===== config.mk =====
export PLATFORM = sky130hd
export DESIGN_NAME = seq_match_ctrl
export DESIGN_NICKNAME = d
export VERILOG_FILES = /design/src/rtl/seq_match_ctrl.sv
export SDC_FILE = /design/constraint.sdc
export NUM_CORES = 1
export LEC_CHECK = 0
export BUFFER_PORTS_ARGS = -buffer_cell sky130_fd_sc_hd__buf_2
export CAP_MARGIN = 20
export CORE_ASPECT_RATIO = 1.75
export CORE_MARGIN = 2
export CORE_UTILIZATION = 28
export CTS_CLUSTER_DIAMETER = 120
export DETAILED_ROUTE_END_ITERATION = 6
export HOLD_SLACK_MARGIN = 0.02
export PLACE_DENSITY = 0.47
export RECOVER_POWER = 50
export SYNTH_ARGS = -nofsm -noshare
export SYNTH_HDL_FRONTEND = slang
export SYNTH_SLANG_ARGS = --single-unit

===== constraint.sdc =====
create_clock -name clk -period 2.8 [get_ports clk]
set_input_delay 0.28 -clock clk [delete_from_list [all_inputs] [get_ports clk]]
set_output_delay 0.28 -clock clk [all_outputs]
set_load 0.02 [all_outputs]

===== src/rtl/seq_match_ctrl.sv =====
// seq_match_ctrl: run controller for a programmable PAT_W-bit serial pattern
// detector. It arms on start, clears its history for one LOAD cycle, then
// shifts qualified bits in RUN and counts matches. A run ends on reaching a
// programmed target, or on abort. Overlapping and non-overlapping detection
// are both supported.
//
// Input qualification: a bit on `in` is consumed only on a rising clk edge
// where in_valid=1 and the controller is in RUN. There is no ready signal.
// The source must hold or re-present a bit if it needs that bit consumed
// outside RUN. Bits offered while the controller is not in RUN are dropped.
module seq_match_ctrl #(
  parameter int PAT_W = 4,
  parameter int CNT_W = 8
) (
  input  logic             clk,
  input  logic             rst,
  input  logic             start,
  input  logic             abort,
  input  logic [PAT_W-1:0] cfg_pattern,
  input  logic             cfg_overlap,
  input  logic [CNT_W-1:0] cfg_target,
  input  logic             in_valid,
  input  logic             in,
  output logic             busy,
  output logic             match,
  output logic [CNT_W-1:0] match_cnt,
  output logic             done,
  output logic [1:0]       state
);

  localparam logic [1:0] ST_IDLE = 2'b00;
  localparam logic [1:0] ST_LOAD = 2'b01;
  localparam logic [1:0] ST_RUN  = 2'b10;
  localparam logic [1:0] ST_DONE = 2'b11;

  // The fill counter saturates at PAT_W, so it needs enough bits to hold PAT_W.
  localparam int FILL_W = $clog2(PAT_W + 1);
  localparam logic [FILL_W-1:0] FILL_MAX = FILL_W'(PAT_W);
  localparam logic [FILL_W-1:0] FILL_HIT = FILL_W'(PAT_W - 1);
  localparam logic [FILL_W-1:0] FILL_ONE = FILL_W'(1);
  localparam logic [CNT_W-1:0]  CNT_MAX  = '1;
  localparam logic [CNT_W-1:0]  CNT_ONE  = CNT_W'(1);

  logic [1:0]       state_q,   state_d;
  logic [PAT_W-1:0] hist_q,    hist_d;
  logic [FILL_W-1:0] fill_q,   fill_d;
  logic [CNT_W-1:0] cnt_q,     cnt_d;
  logic             match_q,   match_d;
  logic             busy_q,    busy_d;
  logic             done_q,    done_d;
  logic [PAT_W-1:0] pat_q,     pat_d;
  logic             ovl_q,     ovl_d;
  logic [CNT_W-1:0] tgt_q,     tgt_d;

  logic [PAT_W-1:0] cand;
  logic             hit;

  // Next-state, history shift, match detection and config latch.
  always_comb begin
    state_d = state_q;
    hist_d  = hist_q;
    fill_d  = fill_q;
    cnt_d   = cnt_q;
    match_d = 1'b0;
    pat_d   = pat_q;
    ovl_d   = ovl_q;
    tgt_d   = tgt_q;
    cand    = {hist_q[PAT_W-2:0], in};
    hit     = 1'b0;

    case (state_q)
      ST_IDLE, ST_DONE: begin
        // Abort has no meaning here, so start always wins.
        if (start) begin
          pat_d   = cfg_pattern;
          ovl_d   = cfg_overlap;
          tgt_d   = cfg_target;
          state_d = ST_LOAD;
        end
      end
      ST_LOAD: begin
        // An abort here leaves the previous count visible.
        if (abort) begin
          state_d = ST_IDLE;
        end else begin
          hist_d  = '0;
          fill_d  = '0;
          cnt_d   = '0;
          state_d = ST_RUN;
        end
      end
      ST_RUN: begin
        // Abort takes priority, so a same-cycle hit is dropped.
        if (abort) begin
          state_d = ST_IDLE;
        end else if (in_valid) begin
          hit    = (fill_q >= FILL_HIT) && (cand == pat_q);
          hist_d = cand;
          if (fill_q != FILL_MAX) fill_d = fill_q + FILL_ONE;
          if (hit) begin
            match_d = 1'b1;
            if (cnt_q != CNT_MAX) cnt_d = cnt_q + CNT_ONE;
            // Without overlap, the matched bits must not seed the next match.
            if (!ovl_q) fill_d = '0;
            if ((tgt_q != '0) && (cnt_d == tgt_q)) state_d = ST_DONE;
          end
        end
      end
      default: state_d = ST_IDLE;
    endcase

    busy_d = (state_d == ST_LOAD) || (state_d == ST_RUN);
    done_d = (state_d == ST_DONE);
  end

  // State and output registers. Reset is asynchronous, active low.
  always_ff @(posedge clk or negedge rst) begin
    if (!rst) begin
      state_q <= ST_IDLE;
      hist_q  <= '0;
      fill_q  <= '0;
      cnt_q   <= '0;
      match_q <= 1'b0;
      busy_q  <= 1'b0;
      done_q  <= 1'b0;
      pat_q   <= '0;
      ovl_q   <= 1'b0;
      tgt_q   <= '0;
    end else begin
      state_q <= state_d;
      hist_q  <= hist_d;
      fill_q  <= fill_d;
      cnt_q   <= cnt_d;
      match_q <= match_d;
      busy_q  <= busy_d;
      done_q  <= done_d;
      pat_q   <= pat_d;
      ovl_q   <= ovl_d;
      tgt_q   <= tgt_d;
    end
  end

  assign busy      = busy_q;
  assign match     = match_q;
  assign match_cnt = cnt_q;
  assign done      = done_q;
  assign state     = state_q;

endmodule


; ---- Yosys cells after proc, flatten, opt, wreduce, memory -nomap -nowiden
; Index checks and enable logic that the tools add are counted.
[word_totals]
regBits = 32
rom_bits = 0
latchBits = 0
word_cells = 69
ramBits = 0
mem_count = 0
output_inout_bits = 13
[op_classes]
div_mod_pow = 0
mul = 0
n_lt_le_gt_ge = 1
bitwise = 0
shifts = 0
n_addsub = 2
mux = 32
reduce_logical = 10
eq_ne = 14
[ops]
columns = operator, count
row1 = two-way mux 8 bit, 9
row2 = two-way mux 3 bit, 9
row3 = one-hot mux 8 bit (2 select lines), 1
row4 = two-way mux 2 bit, 6
row5 = one-hot mux 3 bit (2 select lines), 2
row6 = "adder 8 x 1 -> 8 bit, second input constant", 1
row7 = "equality test 2 bit, second input constant", 4
row8 = equality test 8 bit, 1
row9 = "inequality test 2 bit, second input constant", 4
row10 = "inequality test 8 bit, second input constant", 1
row11 = nonzero test 8 bit, 1
row12 = one-hot mux 2 bit (3 select lines), 1
row13 = AND reduction 5 bit, 1
row14 = "equality test 2 x 1 -> 1 bit, second input constant", 2
row15 = equality test 4 bit, 1
row16 = two-way mux 1 bit, 4
row17 = AND reduction 4 bit, 1
row18 = "adder 3 x 1 -> 3 bit, second input constant", 1
row19 = "greater-or-equal comparator 3 x 2 -> 1 bit, second input constant", 1
row20 = "inequality test 3 bit, second input constant", 1
row21 = logical AND 1 bit, 2
row22 = zero test 2 bit, 1
row23 = AND reduction 2 bit, 1
row24 = nonzero test 2 bit, 1
row25 = other kinds (2), 2

; ---- Logic depth before layout (Yosys ltp)
[depth]
depth_word = 15
mapped_depth = 10

; ---- Least setup slack after synthesis
; OpenSTA, ideal clock, no wires.
[synth_path]
kind = register to register
start = register cnt_q[0], in the netlist match_cnt[0]
end = register busy_q, in the netlist busy
period_less_slack_ps = 2481
path_stages_with_launch = 11
t_required_ps = 2674
arrival_ps = 2356
setup_time_ps = 126
path_slack_ps = 319
path_cell_list = dfrtp_1 ha_1 buf_4 and3_1 buf_4 and3_1 and3_1 o311ai_1 nor4b_2 a41o_1 ha_1
[synth_via]
elab_chain_cells = 15
word_cells_on_any_way = 17
classes_between = add/sub (1) / eq/ne (4) / mux (10) / reduce/logical (2)
[synth_rtl]
columns = item, line
row1 = from (decl), 47  ; logic [CNT_W-1:0] cnt_q, cnt_d;
row2 = from (signal assigned), 133  ; cnt_q <= cnt_d;
row3 = adder 8 x 1 -> 8 bit / inequality test 8 bit (equally long branches), 102  ; if (cnt_q != CNT_MAX) cnt_d = cnt_q + CNT_ONE;
row4 = two-way mux 8 bit (*), 102
row5 = two-way mux 8 bit (*), 100  ; if (hit) begin
row6 = two-way mux 8 bit (*), 96  ; end else if (in_valid) begin
row7 = two-way mux 8 bit (*), 94  ; if (abort) begin
row8 = two-way mux 8 bit (*), 71  ; case (state_q)
row9 = equality test 8 bit (*), 105  ; if ((tgt_q != '0) && (cnt_d == tgt_q)) state_d = ST_DONE;
row10 = logical AND 1 bit (*), 105
row11 = two-way mux 2 bit (*), 105
row12 = two-way mux 2 bit (*), 100
row13 = two-way mux 2 bit (*), 96
row14 = two-way mux 2 bit (*), 94
row15 = one-hot mux 2 bit (3 select lines) (*), 71
row16 = via state_d[0], 44  ; logic [1:0] state_q, state_d;
row17 = equality test 2 x 1 -> 1 bit / equality test 2 bit (equally long branches), 112  ; busy_d = (state_d == ST_LOAD) || (state_d == ST_RUN);
row18 = logical OR 1 bit (*), 112
row19 = via busy_d, 49  ; logic busy_q, busy_d;
row20 = to (signal assigned), 135  ; busy_q <= busy_d;
row21 = to (decl), 49
; The timed path passes the listed nets; every way through them passes the cells marked *. The select of a mux whose other input is x is not followed.
; A chain may end at the register's enable or synchronous reset.

; ---- Worst setup path in the final report
; Ends and elaborated chain as after synthesis.

==> results.md <==
Finish:
- The final antenna diode count is 0.
- Cells fill 34.6% of the core in the end.
- Compared with the post-synthesis result, the final layout area differs by 19.4%.
- The layout cell share with drive strength beyond 1 is 16.4%.
- The final net count is 258.

Timing:
- Of the available clock period, the critical path in the final layout requires 88.2%.
- In the final timing run, aggregate negative setup slack is 0 ns.
- The worst clock skew is 0.00546 ns.
- Setup repair after global routing left no endpoint under its margin.
- The worst max-slew margin expressed relative to the limit is -22.4%.
- Setup violations remaining at the end of the flow were counted as 0.
- The time the final worst path needs with I/O delays and setup is 2.47 ns.
- The transition time at the pin with the least slew margin is 1.84 ns.
- The max-slew violation count is 33.
- The final hold violation count is 0.
- The final worst-path setup slack is 0.330 ns.
- The upper clock frequency limit is 405 MHz.

Logic synthesis:
- During synthesis, Yosys emitted a total of 0 warnings.
- Counting flops with an async set or reset pin after synthesis yields a share of 100%.
- Among all flip-flop cells after synthesis, the most frequent one is dfrtp_1.
- The average instance area after synthesis is 9.60 um^2.
- The post-synth net total is 225.
- The synthesized design contains 32 register bits.
- The number of unique standard cell types used by synthesis is 46.
- Counting flops with a built-in enable in the synthesized netlist gives 0.
- Counting every instance in the synthesized netlist gives 199.
- The register area share after synthesis is 41.9%.
- The area of the mapped netlist is 1910 um^2.

Placement:
- The count of buffers added on input and output ports is 31.
- Before CTS, the worst setup slack after placement is 0.369 ns.
- The detailed-placement wirelength estimate is 3950 um.
- Routability-driven placement finished with a final weighted congestion of 0.827.

Setup path:
- The critical path startpoint category is a register.
- The cell family with the largest share of critical-path delay is simple AND/OR/NAND/NOR gates.
- Traced cell by cell, the critical path runs through ha_1 > and3_1 > and3_1 > and3_1 > o311ai_1 > nor4b_2 > a41o_1 > ha_1.
- At the worst endpoint, the required time is 2.96 ns.
- The endpoint class of the critical path is a register.
- Data on the critical path arrives at its endpoint at 2.63 ns.
- The cell occurring most often along the worst timing path is and3_1.
- In this run the worst path has a maximum fanout of 7.
- The critical path contains buffers and inverters numbering 0 combined.
- For this run, the slowest stage of the critical path takes 0.47 ns.
- The slowest stage of the critical path is the dfrtp_1 cell.
- The register-to-register setup slack is 0.33 ns.
- The worst setup path category is reg -> reg.

CTS:
- The clock slew seen by the registers of the worst setup and hold paths is 0.05 ns.
- The maximum count of clock buffers along a single path is 2.
- The tree built by TritonCTS fans out to 32 sinks.
- The clock latency at the later pin of the worst-skew pair is 0.28 ns.
- Post-CTS timing repair inserted 0 buffers for setup.
- The total of cells resized after clock tree synthesis is 0.
- The number of buffers inserted for hold repair after clock tree synthesis is 0.
- The H-tree was split into 2 levels.
- In this run, CTS created clock tree buffers numbering 5.
- The clock tree from TritonCTS is built.
- The tree is rooted in a clkbuf_16.

Detailed routing:
- The first TritonRoute pass finished after 6 iterations.
- Dividing the detail-routed wire length by the instance count gives 16.4 um.
- Dividing the detail-routed via count by the number of cells gives 5.15.
- The iteration-0 DRC count of the detailed router is 191.
- The via count is 1,618.
- Summed over all layers, the routed wires come to 5160 um.
- The number of remaining DRC errors is 0.
- The number of nets still failing antenna checks after routing is 0.

Die:
- After floorplanning, the core was sized to cover 6590 um^2.
- The site row count is 39.
- The floorplan step defined a die boundary enclosing 7530 um^2.
- The I/O pin count is 32.
- The floorplan die width is 66.4 um.
- The initial standard-cell utilization of the core is 29.0%.
- The die is 113 um tall.

GRT:
- The number of global-route vias before repair is 1,682.
- The total routing resource utilization after global routing is 15.2%.
- The pin count of the biggest net entering global routing is 33.
- The number of antenna violations at the first check in global routing is 0.
- The first global-routing pass estimated 8470 um of wire.
- The total overflow reported by the global router is 0.

Worst hold path:
- The min-delay analysis places its worst path in the category in -> reg.

Outcome:
- The final reports fail on max-capacitance violations, max-slew violations.
- The run finished, with violations left.

Flow run:
- The max-capacitance violation count is 1.

Power and ir drop:
- Power spread over the standard cell area amounts to 906 nW/um^2.
- The peak supply drop is 0.328 mV.
- The leakage component of the power is 0.000988 uW.
## stage by stage
| stage | total power [uW] | instances | hold slack (ns) | cell area, um^2 |
|---|---|---|---|---|
| 6_report | 2070 | 314 | 0.209 | 2280 |
| 5_1_grt | 2210 | 314 | 0.212 | 2280 |
| 4_1_cts | 2110 | 314 | 0.114 | 2290 |
| 3_5_place_dp | 1530 | 307 | 0.411 | 2140 |
| 3_3_place_gp | 1520 | 307 | 0.405 | 2140 |
| 2_1_floorplan | 1270 | 199 | -0.0156 | 1910 |
## cell type report
cell class,count,area [um^2]
multi-input combinational,146,1000
timing repair buffer,35,176
clock buffer,7,153
tap,82,103
sequential,32,801
fill,702,4310
inverter,12,45.0
## worst register-to-register path: stages (launching register included)
cell	delay (ns)
dfrtp_1	0.47
ha_1	0.25
and3_1	0.27
and3_1	0.22
and3_1	0.19
o311ai_1	0.11
nor4b_2	0.38
a41o_1	0.24
ha_1	0.23
## layer usage
metal	share of wire, %	wire length, um	vias to the layer above	GRT usage, %
met4	4.4	227	0	9.66
met3	4.1	214	13	3.28
met1	36	1860	771	14.9
li1	-	-	787	-
met5	0	0	-	0
met2	55	2850	47	27.7
## where the power goes
group          internal [uW]  switching, uW  leakage (uW)  total [uW]
combinational            325            395      0.000500         720
clock                    373            196     0.0000760         569
sequential               607            172      0.000412         779
total                   1300            763      0.000988        2070
## cells in the final DEF (no fill, tap or decap), types with 2 or more instances in the layout
master     Yosys  layout
nor3_1         5       5
nor4_1         3       3
o22ai_1        4       4
nand3b_1       2       2
nor2b_1        4       4
nand4_1        2       2
dfrtp_1       32      32
and3_1         5       5
buf_4          5       4
o21ai_1        5       5
o31ai_1        2       2
xor2_1         4       4
nand2_1       17      17
mux2i_1        2       2
buf_2          1      24
inv_1         11      11
o21bai_1       2       2
nor2_1        10      10
a41o_1         3       3
mux2_1        13      13
clkbuf_16      0       5
ha_1           7       7
a22o_1         2       2
clkbuf_8       0       2
o21ai_0        6       6
xnor2_1        7       7
a211oi_1       2       2
clkbuf_1       1       7
a21oi_1       18      18
or2_1          2       2
nand3_1        5       5
## path summary, 6_finish.rpt
path / start / endpoint / depth (start not counted)
max in group asynchronous: rst / match / 1
hold / removal: cfg_pattern[2] / pat_q[2] / 2
min in group asynchronous: rst / tgt_q[6] / 1
setup reg to reg: match_cnt[0] / busy / 8
hold reg to reg: pat_q[3] / pat_q[3] / 1
setup / recovery: match_cnt[0] / busy / 8
## kinds of logic (layout without fill, tap and decap cells)
group,count (synthesis),count (layout),share of synthesized area (%)
AO/OA/AOI/OAI,53,53,17.7
AND/OR/NAND/NOR,60,60,16.4
adder cells (fa/ha/maj),7,7,4.58
multiplexers,15,15,8.71
XOR/XNOR,11,11,5.04
buffers and inverters,21,54,5.57
flip-flops,32,32,41.9
## cell usage after synthesis, types with 3 or more instances
library cell,n,area [um^2]
dfrtp_1,32,801
and3_1,5,31.3
xor2_1,4,35.0
nor2b_1,4,25.0
nand2_1,17,63.8
xnor2_1,7,61.3
a21oi_1,18,90.1
mux2_1,13,146
a41o_1,3,30.0
o21ai_0,6,30.0
o21ai_1,5,25.0
o22ai_1,4,25.0
nor3_1,5,25.0
buf_4,5,37.5
nor4_1,3,18.8
nand3_1,5,25.0
inv_1,11,41.3
nor2_1,10,37.5
ha_1,7,87.6
## registers in the layout (all words and copies together) (netlist names)
signal     cells
busy           1
fill_q         3
state          2
hist_q         3
match_cnt      8
tgt_q          8
pat_q          4
done           1
match          1
ovl_q          1
Note: power is estimated with default switching activity, not from simulation.
